**config.mk**
```make
export PLATFORM = sky130hd
export DESIGN_NAME = perf_counter_bank
export DESIGN_NICKNAME = d
export VERILOG_FILES = /design/src/rtl/perf_counter_bank.sv
export SDC_FILE = /design/constraint.sdc
export NUM_CORES = 1
export LEC_CHECK = 0
export ABC_AREA = 1
export CAP_MARGIN = 20
export CORE_ASPECT_RATIO = 1.1
export CORE_UTILIZATION = 45
export CTS_BUF_LIST = sky130_fd_sc_hd__clkbuf_4 sky130_fd_sc_hd__clkbuf_8
export CTS_CLUSTER_DIAMETER = 80
export DETAILED_ROUTE_END_ITERATION = 10
export GPL_TIMING_DRIVEN = 0
export PLACE_DENSITY = 0.62
export SYNTH_ARGS = -nofsm -noshare
export SYNTH_HDL_FRONTEND = slang
export SYNTH_SLANG_ARGS = --single-unit
```
**constraint.sdc**
```tcl
create_clock -name clk -period 10.5 [get_ports clk]
set_input_delay 2.1 -clock clk [delete_from_list [all_inputs] [get_ports clk]]
set_output_delay 2.1 -clock clk [all_outputs]
set_load 0.05 [all_outputs]
```
**src/rtl/perf_counter_bank.sv**
```systemverilog
// Bank of NCH event counters with preload, wrap/saturate overflow handling,
// sticky overflow flags and an atomic shadow snapshot read through rd_sel.
module perf_counter_bank #(
    parameter int WIDTH    = 32,
    parameter int NCH      = 4,
    parameter int SATURATE = 0,
    parameter int SELW     = 2
) (
    input  logic             clk,
    input  logic             rst,
    input  logic             en,
    input  logic [NCH-1:0]   evt,
    input  logic             clr,
    input  logic             wr_en,
    input  logic [SELW-1:0]  wr_sel,
    input  logic [WIDTH-1:0] wr_data,
    input  logic             snap,
    input  logic             ovf_clr,
    input  logic [SELW-1:0]  rd_sel,
    output logic [WIDTH-1:0] rd_data,
    output logic [WIDTH-1:0] cnt0,
    output logic [NCH-1:0]   ovf
);

    localparam logic [WIDTH-1:0] ALL_ONES = '1;

    logic [WIDTH-1:0] live_vec   [NCH];
    logic [WIDTH-1:0] shadow_vec [NCH];

    generate
        for (genvar gi = 0; gi < NCH; gi++) begin : g_chan
            logic [WIDTH-1:0] live_q, live_d;
            logic [WIDTH-1:0] shadow_q;
            logic             ovf_q, ovf_d;
            logic             wr_hit;
            logic             ovf_set;

            // Selects at or above NCH match no channel, so such writes vanish.
            assign wr_hit = wr_en && (32'(wr_sel) == gi);

            always_comb begin
                live_d  = live_q;
                ovf_set = 1'b0;
                if (clr) begin
                    live_d = '0;
                end else if (wr_hit) begin
                    live_d = wr_data;
                end else if (en && evt[gi]) begin
                    if (live_q != ALL_ONES) begin
                        live_d = live_q + 1'b1;
                    end else begin
                        ovf_set = 1'b1;
                        live_d  = (SATURATE != 0) ? ALL_ONES : '0;
                    end
                end
            end

            // A new overflow on this edge beats a concurrent flag clear.
            always_comb begin
                ovf_d = ovf_q;
                if (clr) begin
                    ovf_d = 1'b0;
                end else if (ovf_set) begin
                    ovf_d = 1'b1;
                end else if (ovf_clr) begin
                    ovf_d = 1'b0;
                end
            end

            always_ff @(posedge clk or posedge rst) begin
                if (rst) begin
                    live_q   <= '0;
                    shadow_q <= '0;
                    ovf_q    <= 1'b0;
                end else begin
                    live_q <= live_d;
                    ovf_q  <= ovf_d;
                    if (snap) begin
                        shadow_q <= live_q;
                    end
                end
            end

            assign live_vec[gi]   = live_q;
            assign shadow_vec[gi] = shadow_q;
            assign ovf[gi]        = ovf_q;
        end
    endgenerate

    assign cnt0 = live_vec[0];

    always_comb begin
        rd_data = '0;
        for (int i = 0; i < NCH; i++) begin
            if (32'(rd_sel) == i) begin
                rd_data = shadow_vec[i];
            end
        end
    end

endmodule

```
==> results.py <==
metrics = {
    "timing": {
        "whs_ns": 0.518,
        "setup_viol_count_final": 0,
        "post-route-period-util": 0.686,
        "hold_viol_final": 0,
        "maxSlewHeadroom": 0.255,
        "slew_violations": 0,
        "min_period_ns": 7.20,
        "fmax_ghz": 0.139,
        "tns_ns": 0,
        "rsz0062_at_grt": "no",
        "worstMarginPinSlew_ns": 1.11,
        "fin_ws_ns": 3.30,
        "finClkSkew_ns": 0.0191,
    },
    "power": {
        "power_density_nw_per_um2": 151,
        "swShare": 0.343,
        "p_comb_frac": 0.199,
        "ir_drop_v": 0.0000867,
        "p_int_mw": 1.84,
        "p_seq_frac": 0.430,
        "p_switching_mw": 0.960,
        "clkPwrFrac": 0.371,
        "p_leak_nw": 8.50,
    },
    "critical_path": {
        "cp.arrival_ns": 5.10,
        "cp-start-kind": "primary input",
        "path_class": "primary input to output port",
        "cp.required_ns": 8.40,
        "end_kind": "output port",
        "crit_fanout": 10,
    },
    "global_routing": {
        "grt_overflow": 0,
        "grt_max_degree": 130,
        "antenna_found_initial": 6,
        "grt_pass1_wl_um": 97800,
        "grtUsageTotal": 0.374,
        "grt_pass1_vias": 15400,
    },
    "drt": {
        "top_layer": "met5",
        "wl_met1_um": 27700,
        "drt-pass1-iter-count": 6,
        "ant_nets": 0,
        "vias": 16700,
        "route.met3.wl_um": 6890,
        "drtIter0Drc": 1720,
        "routed_wl_um": 66200,
        "wire_per_inst_um": 22.7,
        "viasPerCell": 5.72,
        "drcViolationCount": 0,
        "wl_met2_um": 28200,
    },
    "logic_synthesis": {
        "ys_seq_elements": 260,
        "synthesis.area_um2": 15800,
        "synth_cell_types": 41,
        "synthCells": 2277,
        "synth_fp_nets": 2328,
        "yosysWarnings": 0,
        "synth.yosys.seq_area_share": 0.411,
        "avgSynthCellArea_um2": 6.95,
    },
    "placement": {
        "gp_congestion": 1.13,
        "pre_cts_ws_ns": 3.36,
        "placed_area_um2": 17500,
        "portBuffers": 111,
        "hpwl_um": 49400,
        "dp_cells": 2828,
    },
    "clocking": {
        "cts_resized": 0,
        "clock_latency_ns": 0.63,
        "cts_tree": "built",
        "cts_hold_buf": 0,
        "cts_made_buffers": 47,
        "cts_buffer_depth": 3,
        "cts.sink_count": 260,
        "root_buffer": "clkbuf_8",
        "clk_pin_slew_worst_paths_ns": 0.05,
        "postCtsSetupRepairBufs": 0,
        "htreeDepth": 2,
    },
    "floorplanning": {
        "start_util": 0.460,
        "coreArea_um2": 34400,
        "dieArea_um2": 35900,
        "chipHeight_um": 199,
        "num_rows": 71,
        "ios": 115,
        "dieWidth_um": 181,
    },
    "layout": {
        "final_common_cell": "nand2_1",
        "drive_above_1_share": 0.0889,
        "final_area_um2": 18600,
        "syn2layout_area_growth_pct": 17.2,
        "final_cell_mix": "768 x nand2_1, 262 x nor2_1, 260 x dfrtp_1",
        "nNetsFinal": 2490,
        "fin_cells": 2916,
    },
    "outcome": {
        "outcome": "finished, final reports clean",
    },
    "flow_run": {
        "cap_violations": 0,
    },
    "min_path": {
        "min_path_type": "flop to flop",
    },
}
[worst paths after layout]
check                                       startpoint                endpoint  slack (ns)  cells past startpoint
min in group asynchronous                          rst         g_chan[1].ovf_q        1.84                      2
max in group asynchronous                          rst  g_chan[1].shadow_q[30]        7.20                      4
worst max register to register                 cnt0[1]                cnt0[20]        8.37                     11
worst max-delay path                         rd_sel[1]             rd_data[23]        3.30                      7
worst min register to register  g_chan[3].shadow_q[31]  g_chan[3].shadow_q[31]        0.52                      2
worst min-delay path            g_chan[3].shadow_q[31]  g_chan[3].shadow_q[31]        0.52                      2
[synthesized netlist by cell type, drive strengths merged]
cell | n | share of area
ha | 4 | 0.0032
nor3 | 7 | 0.0025
o2111ai | 2 | 0.0011
nor2 | 287 | 0.078
o21ai | 150 | 0.047
a221oi | 30 | 0.017
o21bai | 3 | 0.0014
inv | 231 | 0.055
a21oi | 178 | 0.058
xor2 | 23 | 0.013
a22oi | 22 | 0.010
o22ai | 11 | 0.0043
o211ai | 13 | 0.0062
nand3 | 144 | 0.053
mux2 | 13 | 0.0093
or2 | 1 | 0.00040
nand2 | 787 | 0.19
o221ai | 1 | 0.00055
xnor2 | 7 | 0.0039
clkbuf | 48 | 0.013
and2 | 4 | 0.0017
nand3b | 1 | 0.00047
nand4 | 5 | 0.0020
dfrtp | 260 | 0.41
buf | 45 | 0.017
[metrics by stage]
| step | util | power [mW] |
|---|---|---|
| 2_1_floorplan | - | 1.51 |
| 3_3_place_gp | 0.509 | 1.75 |
| 3_5_place_dp | 0.510 | 1.76 |
| 4_1_cts | 0.539 | 2.80 |
| 5_1_grt | 0.539 | 2.90 |
| 6_report | 0.540 | 2.80 |
[area by class of cell]
class                           instances  area, um2
Fill cell                            3504      15800
Multi-Input combinational cell       1693       7980
Sequential cell                       260       6510
Timing Repair Buffer                  113       1170
Clock buffer                           80        976
Inverter                              231        875
Tap cell                              438        548
Buffer                                 93        470
Clock inverter                          4       20.0
Antenna cell                            4       10.0
[state kept, by name, summed over array words and instances (netlist names)]
name / flops
cnt0: 32
g_chan.live_q: 96
g_chan.ovf_q: 4
g_chan.shadow_q: 128
[routing by layer]
layer / GRT usage / vias up
met5: 0 / -
met4: 0.178 / 4
met3: 0.0886 / 172
met2: 0.557 / 951
met1: 0.510 / 7908
li1: - / 7634
[worst max-delay path: stages]
cell and delay, ns:
clkdlybuf4s50_1 0.44, nand2_1 0.27, inv_2 0.16, buf_1 0.34, a221oi_1 0.74, a22oi_1 0.26, clkdlybuf4s50_1 0.77
[kinds of logic after synthesis]
kind of cell    count (synthesis)  synth area share
compound gates                410             0.146
fa+ha+maj                       4           0.00316
xor+xnor                       30            0.0166
simple gates                 1236             0.329
mux                            13           0.00925
buf+inv                       324            0.0845
flops                         260             0.411
[power by group through the flow]
stage | Sequential, mW | Combinational [mW] | Clock (mW)
after floorplan | 1.20 | 0.313 | 0
after global placement | 1.21 | 0.537 | 0
after global routing | 1.21 | 0.595 | 1.09
after CTS | 1.20 | 0.548 | 1.05
after detailed placement | 1.22 | 0.547 | 0
final | 1.20 | 0.556 | 1.04
No activity file was read; power rests on OpenSTA's default activity.
